`config.mk`:
```
export PLATFORM = sky130hd
export DESIGN_NAME = fpu_core_hs
export DESIGN_NICKNAME = d
export VERILOG_FILES = /design/src/rtl/fpu_core_hs_pkg.sv /design/src/rtl/fpu_mul_core.sv /design/src/rtl/fpu_core_hs.sv
export SDC_FILE = /design/constraint.sdc
export NUM_CORES = 2
export LEC_CHECK = 0
export BUFFER_PORTS_ARGS = -buffer_cell sky130_fd_sc_hd__buf_2
export CAP_MARGIN = 5
export CORE_MARGIN = 3
export CORE_UTILIZATION = 40
export CTS_CLUSTER_SIZE = 14
export DETAILED_ROUTE_END_ITERATION = 7
export GPL_TIMING_DRIVEN = 0
export PLACE_DENSITY_LB_ADDON = 0.3
export SLEW_MARGIN = 20
export SYNTH_ARGS = -nofsm -noshare
export SYNTH_HDL_FRONTEND = slang
export SYNTH_SLANG_ARGS = --single-unit
```
`constraint.sdc`:
```
create_clock -name clk -period 7.42 [get_ports clk]
set_input_delay 0.742 -clock clk [delete_from_list [all_inputs] [get_ports clk]]
set_output_delay 0.742 -clock clk [all_outputs]
set_load 0.02 [all_outputs]
```
`src/rtl/fpu_core_hs_pkg.sv`:
```
// Shared encodings for the handshake FPU core: opcodes, compare modes, flag bit
// positions, operand classes and FSM states.
package fpu_core_hs_pkg;

  localparam logic [4:0] OP_FMUL = 5'h02;
  localparam logic [4:0] OP_FMIN = 5'h05;
  localparam logic [4:0] OP_FMAX = 5'h06;
  localparam logic [4:0] OP_FCMP = 5'h14;

  localparam logic [1:0] CMP_EQ = 2'b00;
  localparam logic [1:0] CMP_LT = 2'b01;
  localparam logic [1:0] CMP_LE = 2'b10;

  localparam int FLAG_NV = 4;
  localparam int FLAG_DZ = 3;
  localparam int FLAG_OF = 2;
  localparam int FLAG_UF = 1;
  localparam int FLAG_NX = 0;

  typedef enum logic [2:0] {
    CLS_ZERO, CLS_SUB, CLS_INF, CLS_QNAN, CLS_SNAN, CLS_NORM
  } fp_class_e;

  typedef enum logic [1:0] {
    S_IDLE, S_CLASS, S_EXEC, S_DONE
  } state_e;

  // DZ never arises from the supported ops, so it is always cleared here.
  function automatic logic [4:0] mk_flags(input logic nv, input logic of,
                                          input logic uf, input logic nx);
    logic [4:0] f;
    f = '0;
    f[FLAG_NV] = nv;
    f[FLAG_DZ] = 1'b0;
    f[FLAG_OF] = of;
    f[FLAG_UF] = uf;
    f[FLAG_NX] = nx;
    return f;
  endfunction

endpackage

```
`src/rtl/fpu_mul_core.sv`:
```
// Pipelined multiplier for finite normal operands: mantissa product over MUL_LAT
// register stages, then normalise, round-to-nearest-even and OF/UF/NX detection.
module fpu_mul_core
  import fpu_core_hs_pkg::*;
#(
  parameter int EXP_W   = 8,
  parameter int MAN_W   = 23,
  parameter int MUL_LAT = 2
) (
  input  logic                   clk,
  input  logic [EXP_W+MAN_W:0]   a,
  input  logic [EXP_W+MAN_W:0]   b,
  output logic [EXP_W+MAN_W:0]   res,
  output logic [4:0]             flags
);

  localparam int W    = 1 + EXP_W + MAN_W;
  localparam int PW   = 2 * (MAN_W + 1);
  localparam int EW   = EXP_W + 2;
  localparam int BIAS = (1 << (EXP_W - 1)) - 1;
  localparam int L    = MUL_LAT - 1;
  localparam logic signed [EW-1:0] EXP_MAX = $signed({2'b00, {EXP_W{1'b1}}});

  logic [PW-1:0]          prod_p0;
  logic signed [EW-1:0]   exp_p0;
  logic [PW-1:0]          prod_p [MUL_LAT];
  logic signed [EW-1:0]   exp_p  [MUL_LAT];
  logic                   sgn_p  [MUL_LAT];

  logic [PW-2:0]          norm;
  logic signed [EW-1:0]   exp_n;
  logic signed [EW-1:0]   exp_r;
  logic [MAN_W-1:0]       frac;
  logic [MAN_W:0]         frac_r;
  logic                   g_bit;
  logic                   s_bit;

  function automatic logic [MAN_W:0] rne(input logic [MAN_W-1:0] f,
                                         input logic g, input logic s);
    return {1'b0, f} + (MAN_W+1)'(g & (s | f[0]));
  endfunction

  // stage p0 -> p[0]: product and biased exponent sum
  always_comb begin
    prod_p0 = PW'({1'b1, a[MAN_W-1:0]}) * PW'({1'b1, b[MAN_W-1:0]});
    exp_p0  = $signed({2'b00, a[W-2:MAN_W]}) + $signed({2'b00, b[W-2:MAN_W]})
              - $signed(EW'(BIAS));
  end

  always_ff @(posedge clk) begin
    prod_p[0] <= prod_p0;
    exp_p[0]  <= exp_p0;
    sgn_p[0]  <= a[W-1] ^ b[W-1];
    for (int i = 1; i < MUL_LAT; i++) begin
      prod_p[i] <= prod_p[i-1];
      exp_p[i]  <= exp_p[i-1];
      sgn_p[i]  <= sgn_p[i-1];
    end
  end

  // stage p[L] -> result: normalise, round, range check
  always_comb begin
    norm   = prod_p[L][PW-1] ? prod_p[L][PW-2:0] : {prod_p[L][PW-3:0], 1'b0};
    exp_n  = exp_p[L] + $signed({{(EW-1){1'b0}}, prod_p[L][PW-1]});
    frac   = norm[PW-2 -: MAN_W];
    g_bit  = norm[PW-2-MAN_W];
    s_bit  = |norm[PW-3-MAN_W:0];
    frac_r = rne(frac, g_bit, s_bit);
    exp_r  = exp_n + $signed({{(EW-1){1'b0}}, frac_r[MAN_W]});
    if (exp_r >= EXP_MAX) begin
      res   = {sgn_p[L], {EXP_W{1'b1}}, {MAN_W{1'b0}}};
      flags = mk_flags(1'b0, 1'b1, 1'b0, 1'b1);
    end else if (exp_r <= 0) begin
      res   = {sgn_p[L], {(W-1){1'b0}}};
      flags = mk_flags(1'b0, 1'b0, 1'b1, 1'b1);
    end else begin
      res   = {sgn_p[L], exp_r[EXP_W-1:0], frac_r[MAN_W-1:0]};
      flags = mk_flags(1'b0, 1'b0, 1'b0, g_bit | s_bit);
    end
  end

endmodule

```
`src/rtl/fpu_core_hs.sv`:
```
// Handshake FPU core: IDLE/CLASS/EXEC/DONE sequencer around FMUL, FMIN, FMAX and
// FCMP with per-result and sticky exception flags.
module fpu_core_hs
  import fpu_core_hs_pkg::*;
#(
  parameter int EXP_W    = 8,
  parameter int MAN_W    = 23,
  parameter int OP_WIDTH = 5,
  parameter int MUL_LAT  = 2
) (
  input  logic                  clk,
  input  logic                  rst,
  input  logic                  in_valid,
  output logic                  in_ready,
  input  logic [OP_WIDTH-1:0]   op,
  input  logic [1:0]            cmp_mode,
  input  logic [EXP_W+MAN_W:0]  rs1,
  input  logic [EXP_W+MAN_W:0]  rs2,
  output logic                  out_valid,
  input  logic                  out_ready,
  output logic [EXP_W+MAN_W:0]  result,
  output logic [4:0]            flags_now,
  output logic [4:0]            fflags,
  input  logic                  fflags_clr,
  output logic                  busy
);

  localparam int W     = 1 + EXP_W + MAN_W;
  localparam int CNT_W = (MUL_LAT > 1) ? $clog2(MUL_LAT) : 1;
  localparam logic [W-1:0] CANON = {1'b0, {EXP_W{1'b1}}, 1'b1, {(MAN_W-1){1'b0}}};
  localparam logic [4:0] NV_ONLY = 5'b10000;

  state_e              state_q, state_d;
  logic [CNT_W-1:0]    cnt_q, cnt_d;
  logic                in_ready_q, in_ready_d;
  logic                out_valid_q, out_valid_d;
  logic                busy_q, busy_d;
  logic [W-1:0]        result_q, result_d;
  logic [4:0]          flags_q, flags_d;
  logic [4:0]          fflags_q, fflags_d;

  logic [OP_WIDTH-1:0] op_q, op_d;
  logic [1:0]          mode_q, mode_d;
  logic [W-1:0]        a_q, a_d, b_q, b_d;
  fp_class_e           cls_a_q, cls_a_d, cls_b_q, cls_b_d;

  logic [W-1:0]        mul_res, exe_res;
  logic [4:0]          mul_flags, exe_flags;
  logic                a_nan, b_nan, any_snan, a_zero, b_zero, a_inf, b_inf;
  logic                lt_ab, eq_ab, both_zero, sgn, hs;

  function automatic fp_class_e classify(input logic [W-1:0] x);
    if (x[W-2:MAN_W] == '0) return (x[MAN_W-1:0] == '0) ? CLS_ZERO : CLS_SUB;
    if (x[W-2:MAN_W] == '1) begin
      if (x[MAN_W-1:0] == '0) return CLS_INF;
      return x[MAN_W-1] ? CLS_QNAN : CLS_SNAN;
    end
    return CLS_NORM;
  endfunction

  // Orders -0 below +0; callers that need IEEE zero equality handle it separately.
  function automatic logic lt_raw(input logic [W-1:0] x, input logic [W-1:0] y);
    if (x[W-1] != y[W-1]) return x[W-1];
    if (x[W-1]) return x[W-2:0] > y[W-2:0];
    return x[W-2:0] < y[W-2:0];
  endfunction

  fpu_mul_core #(.EXP_W(EXP_W), .MAN_W(MAN_W), .MUL_LAT(MUL_LAT)) u_mul (
    .clk   (clk),
    .a     (a_q),
    .b     (b_q),
    .res   (mul_res),
    .flags (mul_flags)
  );

  always_comb begin
    a_nan     = (cls_a_q == CLS_QNAN) || (cls_a_q == CLS_SNAN);
    b_nan     = (cls_b_q == CLS_QNAN) || (cls_b_q == CLS_SNAN);
    any_snan  = (cls_a_q == CLS_SNAN) || (cls_b_q == CLS_SNAN);
    a_zero    = (cls_a_q == CLS_ZERO) || (cls_a_q == CLS_SUB);
    b_zero    = (cls_b_q == CLS_ZERO) || (cls_b_q == CLS_SUB);
    a_inf     = (cls_a_q == CLS_INF);
    b_inf     = (cls_b_q == CLS_INF);
    sgn       = a_q[W-1] ^ b_q[W-1];
    lt_ab     = lt_raw(a_q, b_q);
    both_zero = (a_q[W-2:0] == '0) && (b_q[W-2:0] == '0);
    eq_ab     = (a_q == b_q) || both_zero;
    exe_res   = CANON;
    exe_flags = NV_ONLY;
    if (op_q == OP_WIDTH'(OP_FMUL)) begin
      if (a_nan || b_nan) begin
        exe_flags = any_snan ? NV_ONLY : '0;
      end else if ((a_inf && b_zero) || (b_inf && a_zero)) begin
        exe_flags = NV_ONLY;
      end else if (a_inf || b_inf) begin
        exe_res   = {sgn, {EXP_W{1'b1}}, {MAN_W{1'b0}}};
        exe_flags = '0;
      end else if (a_zero || b_zero) begin
        exe_res   = {sgn, {(W-1){1'b0}}};
        exe_flags = '0;
      end else begin
        exe_res   = mul_res;
        exe_flags = mul_flags;
      end
    end else if (op_q == OP_WIDTH'(OP_FMIN) || op_q == OP_WIDTH'(OP_FMAX)) begin
      exe_flags = any_snan ? NV_ONLY : '0;
      if (a_nan && b_nan)   exe_res = CANON;
      else if (a_nan)       exe_res = b_q;
      else if (b_nan)       exe_res = a_q;
      else if (op_q == OP_WIDTH'(OP_FMIN)) exe_res = lt_ab ? a_q : b_q;
      else                  exe_res = lt_ab ? b_q : a_q;
    end else if (op_q == OP_WIDTH'(OP_FCMP) && mode_q != 2'b11) begin
      exe_res = '0;
      if (a_nan || b_nan) begin
        exe_flags = (mode_q == CMP_EQ && !any_snan) ? 5'b00000 : NV_ONLY;
      end else begin
        exe_flags = '0;
        case (mode_q)
          CMP_EQ:  exe_res[0] = eq_ab;
          CMP_LT:  exe_res[0] = lt_ab && !both_zero;
          CMP_LE:  exe_res[0] = (lt_ab && !both_zero) || eq_ab;
          default: exe_res[0] = 1'b0;
        endcase
      end
    end
  end

  always_comb begin
    state_d     = state_q;
    cnt_d       = cnt_q;
    in_ready_d  = in_ready_q;
    out_valid_d = out_valid_q;
    busy_d      = busy_q;
    result_d    = result_q;
    flags_d     = flags_q;
    op_d        = op_q;
    mode_d      = mode_q;
    a_d         = a_q;
    b_d         = b_q;
    cls_a_d     = cls_a_q;
    cls_b_d     = cls_b_q;
    hs          = out_valid_q && out_ready;
    case (state_q)
      S_IDLE: if (in_valid) begin
        state_d    = S_CLASS;
        in_ready_d = 1'b0;
        busy_d     = 1'b1;
        op_d       = op;
        mode_d     = cmp_mode;
        a_d        = rs1;
        b_d        = rs2;
      end
      S_CLASS: begin
        state_d = S_EXEC;
        cls_a_d = classify(a_q);
        cls_b_d = classify(b_q);
        cnt_d   = (op_q == OP_WIDTH'(OP_FMUL)) ? CNT_W'(MUL_LAT - 1) : '0;
      end
      S_EXEC: begin
        if (cnt_q == '0) begin
          state_d     = S_DONE;
          out_valid_d = 1'b1;
          result_d    = exe_res;
          flags_d     = exe_flags;
        end else begin
          cnt_d = cnt_q - 1'b1;
        end
      end
      S_DONE: if (out_ready) begin
        state_d     = S_IDLE;
        out_valid_d = 1'b0;
        in_ready_d  = 1'b1;
        busy_d      = 1'b0;
      end
      default: state_d = S_IDLE;
    endcase
    // Clear takes effect before the accrual of a result retiring in the same cycle.
    if (fflags_clr)  fflags_d = hs ? flags_q : '0;
    else if (hs)     fflags_d = fflags_q | flags_q;
    else             fflags_d = fflags_q;
  end

  always_ff @(posedge clk or posedge rst) begin
    if (rst) begin
      state_q     <= S_IDLE;
      cnt_q       <= '0;
      in_ready_q  <= 1'b1;
      out_valid_q <= 1'b0;
      busy_q      <= 1'b0;
      result_q    <= '0;
      flags_q     <= '0;
      fflags_q    <= '0;
    end else begin
      state_q     <= state_d;
      cnt_q       <= cnt_d;
      in_ready_q  <= in_ready_d;
      out_valid_q <= out_valid_d;
      busy_q      <= busy_d;
      result_q    <= result_d;
      flags_q     <= flags_d;
      fflags_q    <= fflags_d;
    end
  end

  always_ff @(posedge clk) begin
    op_q    <= op_d;
    mode_q  <= mode_d;
    a_q     <= a_d;
    b_q     <= b_d;
    cls_a_q <= cls_a_d;
    cls_b_q <= cls_b_d;
  end

  assign in_ready  = in_ready_q;
  assign out_valid = out_valid_q;
  assign busy      = busy_q;
  assign result    = result_q;
  assign flags_now = flags_q;
  assign fflags    = fflags_q;

endmodule

```
==> summary.md <==
| Metric | Value |
|---|---|
| Status | `finished clean` |
| Die Ht | `275 microns` |
| Core ar. | `0.0716 sq mm` |
| Sink Count | `241` |
| Dpl ws | `-1.67 ns` |
| Initial antenna violation count | `3` |
| Least-Margin Pin Slew | `0.722 ns` |
| Final nets | `4121` |
| Final std cell area, no fill | `0.0332 sq mm` |
| Crit Path Class | `register to register` |
| Routability congestion estimate | `0.965` |
| Htree depth | `1` |
| CTS Buf Count | `27` |
| DRT antenna net count | `0` |
| Mapped Area | `0.0290 sq mm` |
| TritonRoute pass-1 iters | `8` |
| Per-cell routed wire length | `22.3 microns` |
| DRC viols | `0` |
| Deepest clock path buffer count | `3` |
| Vias | `22900` |
| CTS tree | `yes` |
| Clock Pin Slew Worst Setup and Hold Paths | `0.07 ns` |
| Critical path startpoint category | `register` |
| Final Core Density | `0.464` |
| Io pins | `121` |
| Antenna cell count | `0` |
| Row count | `98` |
| Largest net degree at the start of global routing | `47` |
| Final wirelength | `95600 microns` |
| Setup ws final | `0.119 ns` |
| Synth-to-layout area growth | `14.7%` |
| PortBufs | `118` |
| Post-DP Area | `0.0308 sq mm` |
| CTS Hold Buffers Added | `0` |
| Top FF cell, synth | `dfxtp_1` |
| Vias per cell | `5.33` |
| First-pass GRT wire length | `143000 microns` |
| Share of layout cells above drive strength 1 | `0.134` |
| WP data arrival | `7.75 ns` |
| Vias in the first global route | `22800` |
| Kind of end point of the critical path | `register` |
| Synth warnings | `0` |
| Die width | `275 microns` |
| Tcrit/Tclk final | `0.984` |
| Total grt overflow | `0` |
| Skew final | `0.0116 ns` |
| Endpoints failing setup | `0` |
| Synthesized area per cell | `9.41 sq um` |
| Rel. slew slack | `0.514` |
| Root Driver | `clkbuf_16` |
| Final HPWL DP | `74600 microns` |
| Crit path time final | `7.30 ns` |
| Sequential area share after synthesis | `0.201` |
| R2R setup slack | `0.12 ns` |
| Total global-route track usage | `0.255` |
| R2R cell count | `22` |
| Starting Density | `0.405` |
| FFs w/ async S/R, synth | `0.191` |
| Max Cap Violations | `0` |
| RSZ-0062 raised after global routing | `yes` |
| Post-synth EDFFs | `77` |
| Worst min path class | `input pin to asynchronous set/reset pin` |
| Worst hold slack | `0.265 ns` |
| Clock Latency Late Sink | `0.58 ns` |
| Post-Synthesis Cells | `3079` |
| Fillers | `6875` |
| Full die area | `0.0757 sq mm` |
| Cell variety after synth | `84` |
| F_max | `0.137 GHz` |
| Worst Path Max Fanout | `10` |
| Post-synthesis register bit count | `241` |
| Detailed Route Iter0 Violations | `2289` |
| Hold Fails Final Rpt | `0` |
| Slew Viols, Final | `0` |
| Worst Path Required | `7.87 ns` |
-- stage by stage --
step / TNS [ns] / std cells
after floorplan: 0 / 3080
after global placement: -54.66 / 4148
after detailed placement: -40.29 / 4149
after CTS: 0 / 4268
after global routing: -0.123 / 4287
final: 0 / 4287
-- worst paths after layout --
kind                                               end                       from
max in group asynchronous        result[8]$_DFFE_PP0P_                        rst
setup reg to reg           u_mul.prod_p[0][46]$_DFF_P_          b_q[22]$_DFFE_PP_
hold / removal                   result[4]$_DFFE_PP0P_                        rst
min in group clk            u_mul.exp_p[0][11]$_DFF_P_  u_mul.exp_p[0][1]$_DFF_P_
setup / recovery           u_mul.prod_p[0][46]$_DFF_P_          b_q[22]$_DFFE_PP_
hold reg to reg             u_mul.exp_p[0][11]$_DFF_P_  u_mul.exp_p[0][1]$_DFF_P_
-- worst max-delay path, stage by stage (launching register included) --
cell,delay (ns)
edfxtp_1,0.60
clkbuf_1,0.56
nand2_1,0.15
fa_1,0.54
fa_1,0.43
fa_1,0.50
inv_1,0.05
fa_1,0.51
fa_1,0.47
fa_1,0.50
inv_1,0.05
fa_1,0.48
inv_1,0.04
ha_2,0.39
nand3_4,0.14
or2_2,0.33
o31ai_2,0.30
nor3_4,0.07
buf_12,0.16
nor3_2,0.23
o21ai_1,0.17
o31a_1,0.33
xnor2_2,0.16
-- synthesized netlist by cell type (all sizes together), types with 3 or more instances --
library cell	instances	area (sq um)
inv	640	2400
fa	484	9690
nand2	347	1300
ha	245	3070
nor2	179	672
and2	165	1030
clkbuf	128	482
dfxtp	118	2360
a21oi	84	420
edfxtp	77	2310
nand3	64	320
xnor2	64	561
o21ai	53	269
dfrtp	45	1130
nand4	37	238
a21o	35	263
xor2	35	307
nor3	26	135
nor4	24	150
mux2i	13	130
a211oi	12	90.1
a221o	12	120
a31oi	12	75.1
a222oi	11	110
buf	11	67.6
and3	10	62.6
a22o	9	78.8
o31ai	9	67.6
clkinv	8	30.0
mux2	8	90.1
nor2b	8	50.1
o211ai	8	60.1
a32o	7	70.1
o2111ai	7	61.3
o21bai	7	52.6
o21a	6	45.0
or3	6	42.5
nand2b	5	31.3
nor3b	5	37.5
a21boi	4	30.0
and4	4	35.0
or2	4	25.0
a41oi	3	26.3
o41ai	3	26.3
or4	3	26.3
-- metal layers --
layer  wire length (microns)  GRT usage
met1                   39800      0.353
met2                   41900      0.395
met3                   10000     0.0590
met4                    3910     0.0809
met5                      46          0
-- area by class of cell --
class	instances	area (sq um)	share of cell area
Buffer	130	886	0.0267
Clock buffer	34	763	0.0230
Clock inverter	16	156	0.00471
Inverter	648	2490	0.0750
Multi-Input combinational cell	2052	20500	0.618
Sequential cell	241	5830	0.175
Tap cell	950	1190	0.0358
Timing Repair Buffer	216	1380	0.0416
-- state kept, by name (all words and copies together), names as in the netlist --
name          flops
fflags            4
result           32
op_q              5
mode_q            2
a_q              32
b_q              32
flags_now         4
cnt_q             1
u_mul.prod_p     96
in_ready          1
out_valid         1
cls_b_q           3
state_q           2
u_mul.sgn_p       2
u_mul.exp_p      20
cls_a_q           3
busy              1
-- cell families (layout without fill, tap and decap cells) --
| logic type | Yosys count | count (layout) | share of synthesized area |
|---|---|---|---|
| xor gates and xnor gates | 99 | 99 | 0.0299 |
| and+or+nand+nor | 895 | 895 | 0.146 |
| AOI/OAI and AO/OA | 306 | 306 | 0.0720 |
| adders and majority gates | 729 | 729 | 0.440 |
| buffers and inverters | 787 | 1044 | 0.103 |
| other | 1 | 2 | 0.000129 |
| muxes | 21 | 21 | 0.00760 |
| DFF | 241 | 241 | 0.201 |
-- placed cells by master (no fill, tap or decap), types with 10 or more instances in the layout --
| cell type | netlist | final |
|---|---|---|
| o21ai_0 | 52 | 49 |
| and3_1 | 10 | 10 |
| a21o_1 | 35 | 35 |
| edfxtp_1 | 77 | 77 |
| nand4_1 | 36 | 36 |
| nor3_1 | 25 | 20 |
| inv_1 | 638 | 627 |
| a31oi_1 | 12 | 11 |
| xor2_1 | 35 | 35 |
| a222oi_1 | 11 | 11 |
| nor2_1 | 179 | 175 |
| xnor2_1 | 64 | 62 |
| nor4_1 | 24 | 22 |
| clkbuf_4 | 0 | 20 |
| a21oi_1 | 84 | 77 |
| clkbuf_8 | 0 | 12 |
| ha_1 | 245 | 234 |
| dfxtp_1 | 118 | 118 |
| and2_1 | 165 | 164 |
| buf_4 | 2 | 105 |
| clkinvlp_4 | 0 | 14 |
| dfrtp_1 | 45 | 45 |
| nand3_1 | 64 | 60 |
| clkbuf_2 | 1 | 28 |
| clkbuf_1 | 127 | 37 |
| mux2i_1 | 13 | 13 |
| a221o_1 | 12 | 12 |
| buf_2 | 3 | 132 |
| fa_1 | 484 | 482 |
| nand2_1 | 347 | 347 |
| clkbuf_16 | 0 | 30 |
-- timing repair --
| item | 4_1_cts | 5_1_grt |
|---|---|---|
| setup buffers | 75 | 22 |
| pin swaps | 13 | 15 |
| endpoints found under the hold margin | 0 | 0 |
| endpoints found under the setup margin | 56 | 41 |
| resized for setup | 180 | 107 |
Power is not shown: default switching activity piles up to over one toggle a cycle in this logic, so the estimate is an artifact.
